--- src/rtl/mc_pkg.sv ---
// Shared types and encodings for the multi-cycle MIPS control FSM.
package mc_pkg;

  typedef enum logic [3:0] {
    S_FETCH,
    S_DECODE,
    S_MEMADR,
    S_MEMRD,
    S_MEMWB,
    S_MEMWR,
    S_RTEXE,
    S_RTWB,
    S_BRANCH,
    S_JUMP,
    S_ORIEXE,
    S_ORIWB,
    S_TRAP
  } state_t;

  localparam logic [5:0] OP_R   = 6'b000000;
  localparam logic [5:0] OP_LW  = 6'b100011;
  localparam logic [5:0] OP_SW  = 6'b101011;
  localparam logic [5:0] OP_BEQ = 6'b000100;
  localparam logic [5:0] OP_J   = 6'b000010;
  localparam logic [5:0] OP_ORI = 6'b001101;

  localparam logic [1:0] ALU_ADD  = 2'b00;
  localparam logic [1:0] ALU_SUB  = 2'b01;
  localparam logic [1:0] ALU_FUNC = 2'b10;
  localparam logic [1:0] ALU_LOGI = 2'b11;

  localparam logic [1:0] PCSRC_ALU    = 2'b00;
  localparam logic [1:0] PCSRC_ALUOUT = 2'b01;
  localparam logic [1:0] PCSRC_JUMP   = 2'b10;

  localparam logic [1:0] SRCB_REG     = 2'b00;
  localparam logic [1:0] SRCB_FOUR    = 2'b01;
  localparam logic [1:0] SRCB_IMM     = 2'b10;
  localparam logic [1:0] SRCB_IMM_SH2 = 2'b11;

  typedef struct packed {
    logic       pc_write;
    logic       pc_write_cond;
    logic       ior_d;
    logic       mem_read;
    logic       mem_write;
    logic       ir_write;
    logic       mem_to_reg;
    logic       reg_write;
    logic       reg_dst;
    logic       alu_src_a;
    logic [1:0] pc_source;
    logic [1:0] alu_src_b;
    logic [1:0] alu_ctr;
    logic       illegal;
  } ctrl_t;

endpackage

--- src/rtl/mc_out_dec.sv ---
// Moore decode of the FSM state into datapath controls; only the FETCH
// write enables look at mem_ready.
module mc_out_dec
  import mc_pkg::*;
(
  input  state_t state,
  input  logic   mem_ready,
  output ctrl_t  ctrl
);

  always_comb begin
    ctrl = '0;
    case (state)
      S_FETCH: begin
        ctrl.mem_read  = 1'b1;
        ctrl.alu_src_b = SRCB_FOUR;
        ctrl.alu_ctr   = ALU_ADD;
        ctrl.ir_write  = mem_ready;
        ctrl.pc_write  = mem_ready;
        ctrl.pc_source = PCSRC_ALU;
      end
      S_DECODE: begin
        ctrl.alu_src_b = SRCB_IMM_SH2;
        ctrl.alu_ctr   = ALU_ADD;
      end
      S_MEMADR: begin
        ctrl.alu_src_a = 1'b1;
        ctrl.alu_src_b = SRCB_IMM;
        ctrl.alu_ctr   = ALU_ADD;
      end
      S_MEMRD: begin
        ctrl.mem_read = 1'b1;
        ctrl.ior_d    = 1'b1;
      end
      S_MEMWB: begin
        ctrl.reg_write  = 1'b1;
        ctrl.mem_to_reg = 1'b1;
      end
      S_MEMWR: begin
        ctrl.mem_write = 1'b1;
        ctrl.ior_d     = 1'b1;
      end
      S_RTEXE: begin
        ctrl.alu_src_a = 1'b1;
        ctrl.alu_src_b = SRCB_REG;
        ctrl.alu_ctr   = ALU_FUNC;
      end
      S_RTWB: begin
        ctrl.reg_write = 1'b1;
        ctrl.reg_dst   = 1'b1;
      end
      S_BRANCH: begin
        ctrl.alu_src_a     = 1'b1;
        ctrl.alu_src_b     = SRCB_REG;
        ctrl.alu_ctr       = ALU_SUB;
        ctrl.pc_write_cond = 1'b1;
        ctrl.pc_source     = PCSRC_ALUOUT;
      end
      S_JUMP: begin
        ctrl.pc_write  = 1'b1;
        ctrl.pc_source = PCSRC_JUMP;
      end
      S_ORIEXE: begin
        ctrl.alu_src_a = 1'b1;
        ctrl.alu_src_b = SRCB_IMM;
        ctrl.alu_ctr   = ALU_LOGI;
      end
      S_ORIWB: begin
        ctrl.reg_write = 1'b1;
      end
      S_TRAP: begin
        ctrl.illegal = 1'b1;
      end
      default: ctrl = '0;
    endcase
  end

endmodule

--- src/rtl/multicycle_ctrl.sv ---
// Multi-cycle MIPS main control FSM with retired-instruction counter and
// illegal-opcode trap.
module multicycle_ctrl
  import mc_pkg::*;
#(
  parameter int CNT_W = 32
) (
  input  logic             clk,
  input  logic             rst,
  input  logic [5:0]       op,
  input  logic             mem_ready,
  output logic             PCWrite,
  output logic             PCWriteCond,
  output logic             IorD,
  output logic             MemRead,
  output logic             MemWrite,
  output logic             IRWrite,
  output logic             MemtoReg,
  output logic             RegWrite,
  output logic             RegDst,
  output logic             ALUSrcA,
  output logic [1:0]       PCSource,
  output logic [1:0]       ALUSrcB,
  output logic [1:0]       ALUctr,
  output logic             illegal,
  output logic [CNT_W-1:0] retired
);

  state_t           state_q, state_d;
  logic [CNT_W-1:0] retired_q, retired_d;
  ctrl_t            ctrl;

  always_comb begin
    state_d = state_q;
    case (state_q)
      S_FETCH:  if (mem_ready) state_d = S_DECODE;
      S_DECODE: begin
        case (op)
          OP_LW, OP_SW: state_d = S_MEMADR;
          OP_R:         state_d = S_RTEXE;
          OP_BEQ:       state_d = S_BRANCH;
          OP_J:         state_d = S_JUMP;
          OP_ORI:       state_d = S_ORIEXE;
          default:      state_d = S_TRAP;
        endcase
      end
      S_MEMADR: state_d = (op == OP_SW) ? S_MEMWR : S_MEMRD;
      S_MEMRD:  if (mem_ready) state_d = S_MEMWB;
      S_MEMWB:  state_d = S_FETCH;
      S_MEMWR:  if (mem_ready) state_d = S_FETCH;
      S_RTEXE:  state_d = S_RTWB;
      S_RTWB:   state_d = S_FETCH;
      S_BRANCH: state_d = S_FETCH;
      S_JUMP:   state_d = S_FETCH;
      S_ORIEXE: state_d = S_ORIWB;
      S_ORIWB:  state_d = S_FETCH;
      S_TRAP:   state_d = S_TRAP;
      default:  state_d = S_FETCH;
    endcase
  end

  // Only completing states ever return to FETCH, so any re-entry is a retire.
  always_comb begin
    retired_d = retired_q;
    if (state_q != S_FETCH && state_d == S_FETCH) begin
      retired_d = retired_q + CNT_W'(1);
    end
  end

  always_ff @(posedge clk or posedge rst) begin
    if (rst) begin
      state_q   <= S_FETCH;
      retired_q <= '0;
    end else begin
      state_q   <= state_d;
      retired_q <= retired_d;
    end
  end

  mc_out_dec u_out_dec (
    .state     (state_q),
    .mem_ready (mem_ready),
    .ctrl      (ctrl)
  );

  assign PCWrite     = ctrl.pc_write;
  assign PCWriteCond = ctrl.pc_write_cond;
  assign IorD        = ctrl.ior_d;
  assign MemRead     = ctrl.mem_read;
  assign MemWrite    = ctrl.mem_write;
  assign IRWrite     = ctrl.ir_write;
  assign MemtoReg    = ctrl.mem_to_reg;
  assign RegWrite    = ctrl.reg_write;
  assign RegDst      = ctrl.reg_dst;
  assign ALUSrcA     = ctrl.alu_src_a;
  assign PCSource    = ctrl.pc_source;
  assign ALUSrcB     = ctrl.alu_src_b;
  assign ALUctr      = ctrl.alu_ctr;
  assign illegal     = ctrl.illegal;
  assign retired     = retired_q;

endmodule

--- config.mk ---
export PLATFORM = sky130hd
export DESIGN_NAME = multicycle_ctrl
export DESIGN_NICKNAME = d
export VERILOG_FILES = /design/src/rtl/mc_pkg.sv /design/src/rtl/mc_out_dec.sv /design/src/rtl/multicycle_ctrl.sv
export SDC_FILE = /design/constraint.sdc
export NUM_CORES = 1
export LEC_CHECK = 0
export CORE_MARGIN = 2
export CORE_UTILIZATION = 40
export DETAILED_ROUTE_END_ITERATION = 12
export PLACE_DENSITY = 0.68
export SLEW_MARGIN = 20
export SYNTH_ARGS = -nofsm -noshare
export SYNTH_HDL_FRONTEND = slang
export SYNTH_SLANG_ARGS = --single-unit
--- constraint.sdc ---
create_clock -name clk -period 6.3 [get_ports clk]
set_input_delay 1.89 -clock clk [delete_from_list [all_inputs] [get_ports clk]]
set_output_delay 1.89 -clock clk [all_outputs]
set_load 0.1 [all_outputs]
# Word-level counts from Yosys, hierarchy flattened
# Cells that the tools add are included.
# totals
regBits	36
input_bits	9
output_inout_bits	49
elab_cells	49
# op_classes
add_sub_neg	1
n_eq_ne	17
mux	19
reduce_logical	10
# op_table
cell	count
adder 32 x 1 -> 32 bit (second input constant)	1
case mux 4 bit (8 select lines)	1
case mux 4 bit (6 select lines)	1
equality test 4 bit (second input constant)	5
case mux 4 bit (5 select lines)	1
equality test 4 x 3 -> 1 bit (second input constant)	4
equality test 6 bit (second input constant)	2
2-to-1 mux 4 bit	3
2-to-1 mux 1 bit	10
equality test 4 x 2 -> 1 bit (second input constant)	2
logical NOT 4 bit	2
equality test 6 x 2 -> 1 bit (second input constant)	1
equality test 6 x 3 -> 1 bit (second input constant)	1
equality test 6 x 4 -> 1 bit (second input constant)	1
logical NOT 6 bit	1
OR reduction 2 bit	3
equality test 4 x 1 -> 1 bit (second input constant)	1
case mux 2 bit (2 select lines)	1
nonzero test 4 bit	1
OR reduction 4 bit	1
2-to-1 mux 3 bit	1
OR reduction 3 bit	1
case mux 1 bit (2 select lines)	1
logical AND 1 bit	1

# Longest topological paths before layout
# Gate-level depths: netlist of run 1.
# logic_depth
word_depth	6
mapped_depth	10
ltp_nobuf	7

# Modules after synthesis
# Synthesis of run 1 repeated with hierarchy kept, for this count alone.
# hier_totals
hier_cells	241
area_unflattened_um2	2311.0
# modules_own_cells
mod	n_inst	cells_each	area_each_um2	seq_area_each_um2
multicycle_ctrl	1	207	2112.0	900.9
mc_out_dec	1	34	198.9	0.0

# Worst setup path before layout of run 1
# Ideal clock, no wire load.
# synth_path
path_kind	reg2out
startpoint	register state_q[1]
endpoint	output RegWrite
arrival_time_ns	3.557
required_time_ns	4.410
setup_slack_ns	0.853
stages_incl_launch_ff	5
n_path_buf	2
cell_sequence	dfrtp_1 clkbuf_1 clkbuf_1 nor3_1 or2_2
# synth_via
elab_chain_cells	3
word_cells_on_any_way	5
classes_between	eq/ne (3); mux (1); reduce/logical (1)
# synth_rtl
element	line_no	rtl
from (decl)	multicycle_ctrl.sv:29	state_t state_q, state_d;
from (signal assigned)	multicycle_ctrl.sv:75	state_q <= state_d;
equality test 4 x 3 -> 1 bit or equality test 4 bit (tied branches)	mc_out_dec.sv:13	case (state)
OR reduction 3 bit (no source line) *	--	
2-to-1 mux 1 bit *	mc_out_dec.sv:13	
to (decl)	multicycle_ctrl.sv:19	output logic RegWrite,
# Every way passes the cells marked *; elsewhere a longest branch is shown, timed or not.

# Final worst setup path of run 1
# layout_path
startpoint	input mem_ready
endpoint	output PCWrite
# layout_via
elab_chain_cells	1
# layout_rtl
element	line_no	rtl
from (decl)	multicycle_ctrl.sv:11	input logic mem_ready,
case mux 1 bit (2 select lines)	mc_out_dec.sv:13	
to (decl)	multicycle_ctrl.sv:12	output logic PCWrite,
# Every way passes these cells.

==> impl_metrics.ini, run 1 <==
[synthesis]
synth_warnings = 0
syn-instance-count = 217
synth_top_area_cell = dfrtp_1
netlist_area_mm2 = 0.00213
synth_seq_area_share_pct = 42.3
synth_nets = 227
syn_avg_cell_area_um2 = 9.83
synth_cell_types = 47
ys.flop_type = dfrtp_1
synth-edff-count = 0
synthTopCellsByArea = dfrtp_1 42%, xnor2_1 7.8%, xor2_1 5.8%, nor3_2 4.2%, and3_1 3.8%
synthArstFlopShare_pct = 100
ys_ff_latch = 36
yosysTopAreaCellShare_pct = 42.3

[sta]
slew_violations = 0
rsz0062_at_grt = no
post-route-period-util_pct = 78.7
max_slew_margin_pct = 34.0
max_freq_mhz = 202
period_needed_ns = 4.96
setup_slack_ns = 1.34
setup_tns_ns = 0
skew_ns = 0.00386
max_slew.worst_pin.slew_ns = 0.987
setup_viol_count_final = 0
hold_violations = 0

[critical_path]
r2r_slack_ns = 3.19
reg2reg_depth = 6
startpoint_type = input port
critPathBufInv = 2
worstReg2RegEnd = retired[1]$_DFFE_PP0P_
end_kind = primary output
required_ns = 4.41
timing.rr.start = state_q[2]$_DFF_PP0_
cpPeakStageDelay_ns = 0.49
worstPathCellList = clkdlybuf4s50_1 > and2_1 > or2_2 > buf_4
path_delay_family = buffers and inverters
cp.arrival_ns = 3.07
crit_fanout = 6
crit_type = in2out
cp_slowest_cell = clkdlybuf4s50_1

[clock_network]
cts-root-buf = clkbuf_8
cts-buffers-inserted = 5
ctsResizeCount = 0
ctsHoldBuffers = 0
worstSkewPairLatency_ns = 0.28
postCtsSetupBuffers = 0
htree_levels = 2
cts_num_sinks = 36
path_clk_slew_ns = 0.07
cts_tree = yes
clockBufferDepth = 2

[power]
swShare_pct = 57.1
p_int_mw = 0.577
p_leak_nw = 1.22
p_seq_share_pct = 23.5
p_clk_share_pct = 14.9
p_sw_mw = 0.768
p_per_area_mw_per_mm2 = 476
vdd_drop_max_mv = 0.432
p_comb_share_pct = 61.6

[layout]
fin_util_pct = 54.9
regArea_um2 = 901
fin_nets = 278
area_delta_synth_final_pct = 32.5
num_antenna_cells = 0
drive_above_1_share_pct = 10.8
mostFrequentLayoutCells = 55 x clkdlybuf4s50_1, 36 x dfrtp_1, 19 x xnor2_1, 15 x nand3_1, 14 x xor2_1
multi_input_area_mm2 = 0.00114
fillers = 499
fin_cells = 339
final_common_cell = clkdlybuf4s50_1

[global_routing]
grt_first_pass_wirelength_mm = 7.95
use_met3_pct = 3.88
grt_use_total_pct = 16.6
grt.busiest_layer = met2
grtUsageMet2_pct = 28.2
grt.overflow.total = 0
grtUsageMet1_pct = 21.1
grt_max_degree = 37
grt_pass1_vias = 1698
antenna_found_initial = 0

[placement]
post-place-cells = 331
gp_congestion = 0.818
portBuffers = 57
hpwlAfterDp_mm = 3.42
dp_slack_ns = 1.21

[route]
drcViolationCount = 0
firstDrtPassIters = 4
vias = 1771
via_per_inst = 5.22
antenna_left = 0
wl_per_cell_um = 13.9
drt_wl_total_mm = 4.73
drt_iter0_markers = 68

[status]
status = completed

[floorplanning]
coreArea_mm2 = 0.00514
die_w_um = 77.0
start_util_pct = 41.5
rows = 26
die_area_mm2 = 0.00593
ios = 58
die_h_um = 77.0

[job]
maxCapViolations = 0

[worst_hold_path]
hold_depth = 1
worstHoldPathType = reg2reg
hold_end = retired[31]$_DFFE_PP0P_
hp-start = retired[31]$_DFFE_PP0P_
-- worst max path at each step --
| stage | from | end | slack, ns | cells past startpoint |
|---|---|---|---|---|
| 6_report | mem_ready | PCWrite | 1.34 | 4 |
| 5_1_grt | mem_ready | PCWrite | 1.26 | 4 |
| 4_1_cts | mem_ready | PCWrite | 1.34 | 4 |
| 3_5_place_dp | op[1] | retired[1]$_DFFE_PP0P_ | 1.21 | 8 |
| 3_3_place_gp | op[1] | retired[1]$_DFFE_PP0P_ | 1.31 | 8 |
| 2_1_floorplan | state_q[1]$_DFF_PP0_ | RegWrite | 0.85 | 4 |
-- state kept, by name, indices dropped and copies added, names as in the netlist --
register  cells
retired      32
state_q       4
-- per-layer routing --
metal  up-vias  wire, um
met5         -         0
met1       857      2140
met2        41      2370
met3         5       166
li1        868         -
met4         0        51
-- power groups by stage --
stage	Sequential [mW]	Clock, mW	Combinational (mW)
floorplan	0.421	0	0.598
global placement	0.320	0	0.829
detailed placement	0.318	0	0.831
CTS	0.315	0.204	0.831
global route	0.323	0.216	0.871
finish	0.316	0.200	0.829
-- logic make-up (layout without fill, tap and decap cells) --
group | count (synthesis) | in the layout | synth area share (%)
DFF | 36 | 36 | 42.3
AOI/OAI and AO/OA | 18 | 18 | 5.87
buffers and inverters | 19 | 71 | 4.46
adders and majority gates | 1 | 1 | 0.587
muxes | 1 | 1 | 0.528
xor gates and xnor gates | 33 | 33 | 13.6
and+or+nand+nor | 109 | 109 | 32.7
-- Yosys cell counts (4+ instances only) --
master / n
and2_1: 4
and3_1: 13
buf_2: 4
clkbuf_1: 5
dfrtp_1: 36
inv_1: 5
nand2_1: 9
nand2b_1: 5
nand3_1: 15
nand4_1: 7
nor2_1: 13
nor3_1: 6
nor3_2: 9
o21ai_0: 5
xnor2_1: 19
xor2_1: 14
-- cell type report --
| cell class | instances | share of cell area, % |
|---|---|---|
| Timing Repair Buffer | 58 | 20.3 |
| Inverter | 5 | 0.665 |
| Sequential cell | 36 | 31.9 |
| Multi-Input combinational cell | 162 | 40.2 |
| Clock inverter | 2 | 1.24 |
| Clock buffer | 6 | 2.57 |
| Tap cell | 70 | 3.10 |
-- metrics by stage --
step	power, mW	area, um2	hold slack (ns)
2_1_floorplan	1.02	2130	0.699
3_3_place_gp	1.15	2720	0.465
3_5_place_dp	1.15	2720	0.470
4_1_cts	1.35	2820	0.483
5_1_grt	1.41	2820	0.497
6_report	1.34	2820	0.483
Note: power is estimated with default switching activity, not from simulation.
==> run 2, diff against run 1 <==
==> constraint.sdc (replaced) <==
create_clock -name clk -period 5.2 [get_ports clk]
set_input_delay 1.56 -clock clk [delete_from_list [all_inputs] [get_ports clk]]
set_output_delay 1.56 -clock clk [all_outputs]
set_load 0.1 [all_outputs]
==> run 2 against run 1 <==
Net effect:
- flip-flop and latch count unchanged
- clock skew up 0.0035 ns
- design area up 0.13%
- critical path type is now in2reg
- critical endpoint is now retired[1]$_DFFE_PP0P_
- largest cell class unchanged
- largest power group unchanged
==> impl_metrics.ini, run 2 (synthesis gave the netlist of run 1 again) <==
[critical_path]
required_ns = 5.38
crit_type = in2reg
path_delay_family = simple AND/OR/NAND/NOR gates
cp_slowest_cell = clkdlybuf4s50_1
timing.rr.start = state_q[1]$_DFF_PP0_
end_kind = flip-flop
cp.arrival_ns = 4.61
crit_fanout = 14
critPathBufInv = 1
worstPathCellList = clkdlybuf4s50_1 > nand3_2 > or4_1 > a32oi_1 > or4b_4 > or2_1 > nor3_2 > mux2_1
cpPeakStageDelay_ns = 0.61
cp-startpoint = op[1]
startpoint_type = input port

[layout]
fillers = 486
fin_nets = 278
final_common_cell = clkdlybuf4s50_1
drive_above_1_share_pct = 11.2
largest_reg_flops = 32
area_delta_synth_final_pct = 32.6
num_antenna_cells = 0
mostFrequentLayoutCells = 55 x clkdlybuf4s50_1, 36 x dfrtp_1, 19 x xnor2_1, 15 x nand3_1, 14 x xor2_1
fin_cells = 339

[global_routing]
grt_pass1_vias = 1692
grt_first_pass_wirelength_mm = 8.05
grt_max_degree = 37
grt.overflow.total = 0
grt_use_total_pct = 16.9
antenna_found_initial = 0

[route]
firstDrtPassIters = 4
drt_wl_total_mm = 4.74
vias = 1763
drcViolationCount = 0
via_per_inst = 5.20
drt_iter0_markers = 83
antenna_left = 0
wl_per_cell_um = 14.0

[sta]
period_needed_ns = 4.43
max_slew.worst_pin.slew_ns = 0.998
skew_ns = 0.00736
post-route-period-util_pct = 85.1
rsz0062_at_grt = no
slew_violations = 0
setup_viol_count_final = 0
setup_slack_ns = 0.774
hold_slack_ns = 0.475
max_slew_margin_pct = 33.3
hold_violations = 0
setup_tns_ns = 0
max_freq_mhz = 226

[power]
swShare_pct = 57.2
p_clk_share_pct = 15.0
p_per_area_mw_per_mm2 = 578
p_int_mw = 0.699
vdd_drop_max_mv = 0.394
p_seq_share_pct = 23.5
p_sw_mw = 0.935
p_comb_share_pct = 61.4
p_leak_nw = 1.22

[worst_hold_path]
hp-start = retired[31]$_DFFE_PP0P_
worstHoldPathType = reg2reg

[clock_network]
postCtsSetupBuffers = 0
cts-root-buf = clkbuf_8
clockBufferDepth = 2
ctsHoldBuffers = 0
path_clk_slew_ns = 0.08
cts-buffers-inserted = 5
cts_tree = yes
cts_num_sinks = 36
ctsResizeCount = 0
htree_levels = 2
worstSkewPairLatency_ns = 0.29

[floorplanning]
coreArea_mm2 = 0.00514
rows = 26
ios = 58
die_area_mm2 = 0.00593
die_h_um = 77.0
die_w_um = 77.0
start_util_pct = 41.5

[status]
status = completed

[placement]
post-place-cells = 331
portBuffers = 57
hpwlAfterDp_mm = 3.48
dp_slack_ns = 0.473
gp_congestion = 0.882

[job]
maxCapViolations = 0
[run 2: cell count changes in the layout (fill, tap and decap cells not counted)]
cell,previous run,this run
clkinvlp_4,0,1
clkbuf_1,1,0
[run 2: routing by layer]
metal | part of all wire (%) | track usage, % | wire (um) | vias to the layer above
li1 | - | - | - | 871
met1 | 46 | 22.0 | 2180 | 844
met2 | 48 | 27.1 | 2300 | 40
met3 | 3.4 | 2.82 | 162 | 8
met4 | 2.1 | 8.39 | 99 | 0
met5 | 0 | 0 | 0 | -
[run 2: worst paths after layout]
check | cells past startpoint | slack, ns | endpoint
setup / recovery | 8 | 0.77 | retired[1]$_DFFE_PP0P_
hold / removal | 1 | 0.47 | retired[31]$_DFFE_PP0P_
setup reg to reg | 7 | 2.14 | retired[1]$_DFFE_PP0P_
hold reg to reg | 1 | 0.47 | retired[31]$_DFFE_PP0P_
max in group asynchronous | 3 | 3.23 | retired[24]$_DFFE_PP0P_
min in group asynchronous | 3 | 1.67 | retired[6]$_DFFE_PP0P_
[run 2: stage by stage]
stage | utilization [%] | area, um2 | total power, mW
2_1_floorplan | - | 2130 | 1.23
3_3_place_gp | 52.8 | 2720 | 1.39
3_5_place_dp | 52.8 | 2720 | 1.39
4_1_cts | 55.0 | 2830 | 1.64
5_1_grt | 55.0 | 2830 | 1.71
6_report | 55.0 | 2830 | 1.63
[run 2: worst register-to-register path, stage by stage, from the launching register on]
cell	delay [ns]
dfrtp_1	0.70
nand2b_1	0.33
or4_1	0.18
nor2_1	0.06
or4b_4	0.54
or2_1	0.48
nor3_2	0.31
mux2_1	0.35
[run 2: final cells by class]
type	instances	area, um2	share of cell area (%)
clock buffer	5	68.8	2.43
clock inverter	3	42.5	1.50
inverter	5	18.8	0.664
multi-input combinational	162	1140	40.2
sequential	36	901	31.9
tap	70	87.6	3.10
timing repair buffer	58	573	20.3
[run 2: power groups by stage]
| stage | sequential [mW] | combinational, mW | clock [mW] |
|---|---|---|---|
| finish | 0.385 | 1.00 | 0.246 |
| global route | 0.394 | 1.05 | 0.262 |
| CTS | 0.384 | 1.01 | 0.250 |
| detailed placement | 0.389 | 1.00 | 0 |
| global placement | 0.391 | 1.00 | 0 |
| floorplan | 0.510 | 0.724 | 0 |
==> run 3, diff against run 2 <==
--- a/config.mk
+++ b/config.mk
@@ -6,9 +6,9 @@
 export NUM_CORES = 1
 export LEC_CHECK = 0
 export CORE_MARGIN = 2
-export CORE_UTILIZATION = 40
+export CORE_UTILIZATION = 38
 export DETAILED_ROUTE_END_ITERATION = 12
-export PLACE_DENSITY = 0.68
+export PLACE_DENSITY = 0.65
 export SLEW_MARGIN = 20
 export SYNTH_ARGS = -nofsm -noshare
 export SYNTH_HDL_FRONTEND = slang
==> run 3 against run 2 <==
Net effect:
- clock-buffer cell count grew 1
- design area is 0.18% lower
- die area up 5.0%
- via count fell by 0.74%
- hold slack lost 0.0054 ns
- first-iteration DRC count shrank 24%
- power shrank 1.9%
- maximum frequency down 0.37%
==> impl_metrics.ini, run 3 (synthesis gave the netlist of run 1 again) <==
[status]
status = completed

[critical_path]
crit_type = in2reg
worstReg2RegEnd = retired[1]$_DFFE_PP0P_
reg2reg_depth = 6
crit_path_end = retired[1]$_DFFE_PP0P_
crit_fanout = 14
required_ns = 5.36
timing.rr.start = state_q[2]$_DFF_PP0_
cp.arrival_ns = 4.61
end_kind = flip-flop
startpoint_type = input port
r2r_slack_ns = 2.14
cp-startpoint = op[1]

[route]
vias = 1750
wl_per_cell_um = 13.6
antenna_left = 0
drcViolationCount = 0
firstDrtPassIters = 4
via_per_inst = 5.12
drt_iter0_markers = 63
drt_wl_total_mm = 4.64

[clock_network]
ctsHoldBuffers = 0
cts-buffers-inserted = 5
cts_num_sinks = 36
worstSkewPairLatency_ns = 0.28
ctsResizeCount = 0
postCtsSetupBuffers = 0
cts-root-buf = clkbuf_8
cts_tree = yes
htree_levels = 2
clockBufferDepth = 2
path_clk_slew_ns = 0.07

[layout]
area_delta_synth_final_pct = 32.4
fin_cells = 342
fin_nets = 279
largest_reg_flops = 32
mostFrequentLayoutCells = 55 x clkdlybuf4s50_1, 36 x dfrtp_1, 19 x xnor2_1, 15 x nand3_1, 14 x xor2_1
final_common_cell = clkdlybuf4s50_1
drive_above_1_share_pct = 11.5
fillers = 525
num_antenna_cells = 0

[sta]
hold_slack_ns = 0.469
slew_violations = 0
rsz0062_at_grt = no
setup_tns_ns = 0
setup_viol_count_final = 0
period_needed_ns = 4.44
max_freq_mhz = 225
hold_violations = 0
post-route-period-util_pct = 85.4
max_slew_margin_pct = 34.2
skew_ns = 0.00746
max_slew.worst_pin.slew_ns = 0.984
setup_slack_ns = 0.758

[power]
swShare_pct = 58.1
p_clk_share_pct = 12.9
p_comb_share_pct = 62.9
p_sw_mw = 0.932
p_int_mw = 0.671
p_per_area_mw_per_mm2 = 568
p_seq_share_pct = 24.2
vdd_drop_max_mv = 0.340
p_leak_nw = 1.22

[floorplanning]
die_w_um = 78.9
start_util_pct = 39.0
rows = 27
coreArea_mm2 = 0.00547
ios = 58
die_h_um = 78.9
die_area_mm2 = 0.00623

[worst_hold_path]
worstHoldPathType = reg2reg

[global_routing]
grt_first_pass_wirelength_mm = 7.90
grt.overflow.total = 0
grt_pass1_vias = 1682
grt_max_degree = 37
antenna_found_initial = 0
grt_use_total_pct = 15.7

[placement]
portBuffers = 57
hpwlAfterDp_mm = 3.40
post-place-cells = 334
dp_slack_ns = 0.477
gp_congestion = 0.871

[job]
maxCapViolations = 0
run 3: cell types whose count changed in the layout (fill, tap and decap cells not counted):
cell / previous run / this run
buf_4: 3 / 4
clkinvlp_4: 1 / 0
inv_6: 0 / 1
bufinv_16: 1 / 0
clkbuf_8: 5 / 6
run 3: worst min-delay path by stage:
stage                                       start                 endpoint  depth (start not counted)
after floorplan              state_q[2]$_DFF_PP0_     state_q[1]$_DFF_PP0_                          3
after global placement    retired[31]$_DFFE_PP0P_  retired[31]$_DFFE_PP0P_                          1
after detailed placement  retired[31]$_DFFE_PP0P_  retired[31]$_DFFE_PP0P_                          1
after CTS                 retired[31]$_DFFE_PP0P_  retired[31]$_DFFE_PP0P_                          1
after global routing      retired[28]$_DFFE_PP0P_  retired[28]$_DFFE_PP0P_                          1
final                     retired[31]$_DFFE_PP0P_  retired[31]$_DFFE_PP0P_                          1
run 3: through the flow:
| step | power [mW] | cell area (um2) | utilization [%] |
|---|---|---|---|
| floorplan | 1.23 | 2130 | - |
| global placement | 1.40 | 2730 | 49.8 |
| detailed placement | 1.40 | 2730 | 49.8 |
| CTS | 1.61 | 2820 | 51.6 |
| global route | 1.68 | 2820 | 51.6 |
| finish | 1.60 | 2820 | 51.6 |
run 3: layout make-up:
type	instances	area, um2	share of cell area [%]
Multi-Input combinational cell	162	1140	40.2
Sequential cell	36	901	31.9
Clock buffer	6	82.6	2.93
Timing Repair Buffer	59	581	20.6
Inverter	5	18.8	0.665
Tap cell	72	90.1	3.19
Clock inverter	2	13.8	0.488
run 3: worst max-delay path: stages:
cell and delay [ns]:
clkdlybuf4s50_1 0.61, nand3_2 0.13, or4_1 0.47, a32oi_1 0.18, or4b_4 0.50, or2_1 0.48
nor3_2 0.32, mux2_1 0.35
run 3: power groups by stage:
stage          Clock, mW  Sequential (mW)  Combinational, mW
2_1_floorplan          0            0.510              0.724
3_3_place_gp           0            0.392               1.01
4_1_cts            0.214            0.386               1.01
5_1_grt            0.228            0.397               1.06
3_5_place_dp           0            0.390               1.01
6_report           0.206            0.388               1.01
run 3: layer usage:
metal  share of wire, %  GRT usage, %  up-vias
met5                  0             0        -
met4               0.73          5.00        0
met2                 48          24.5       37
li1                   -             -      863
met1                 48          22.2      848
met3                3.4          3.07        2
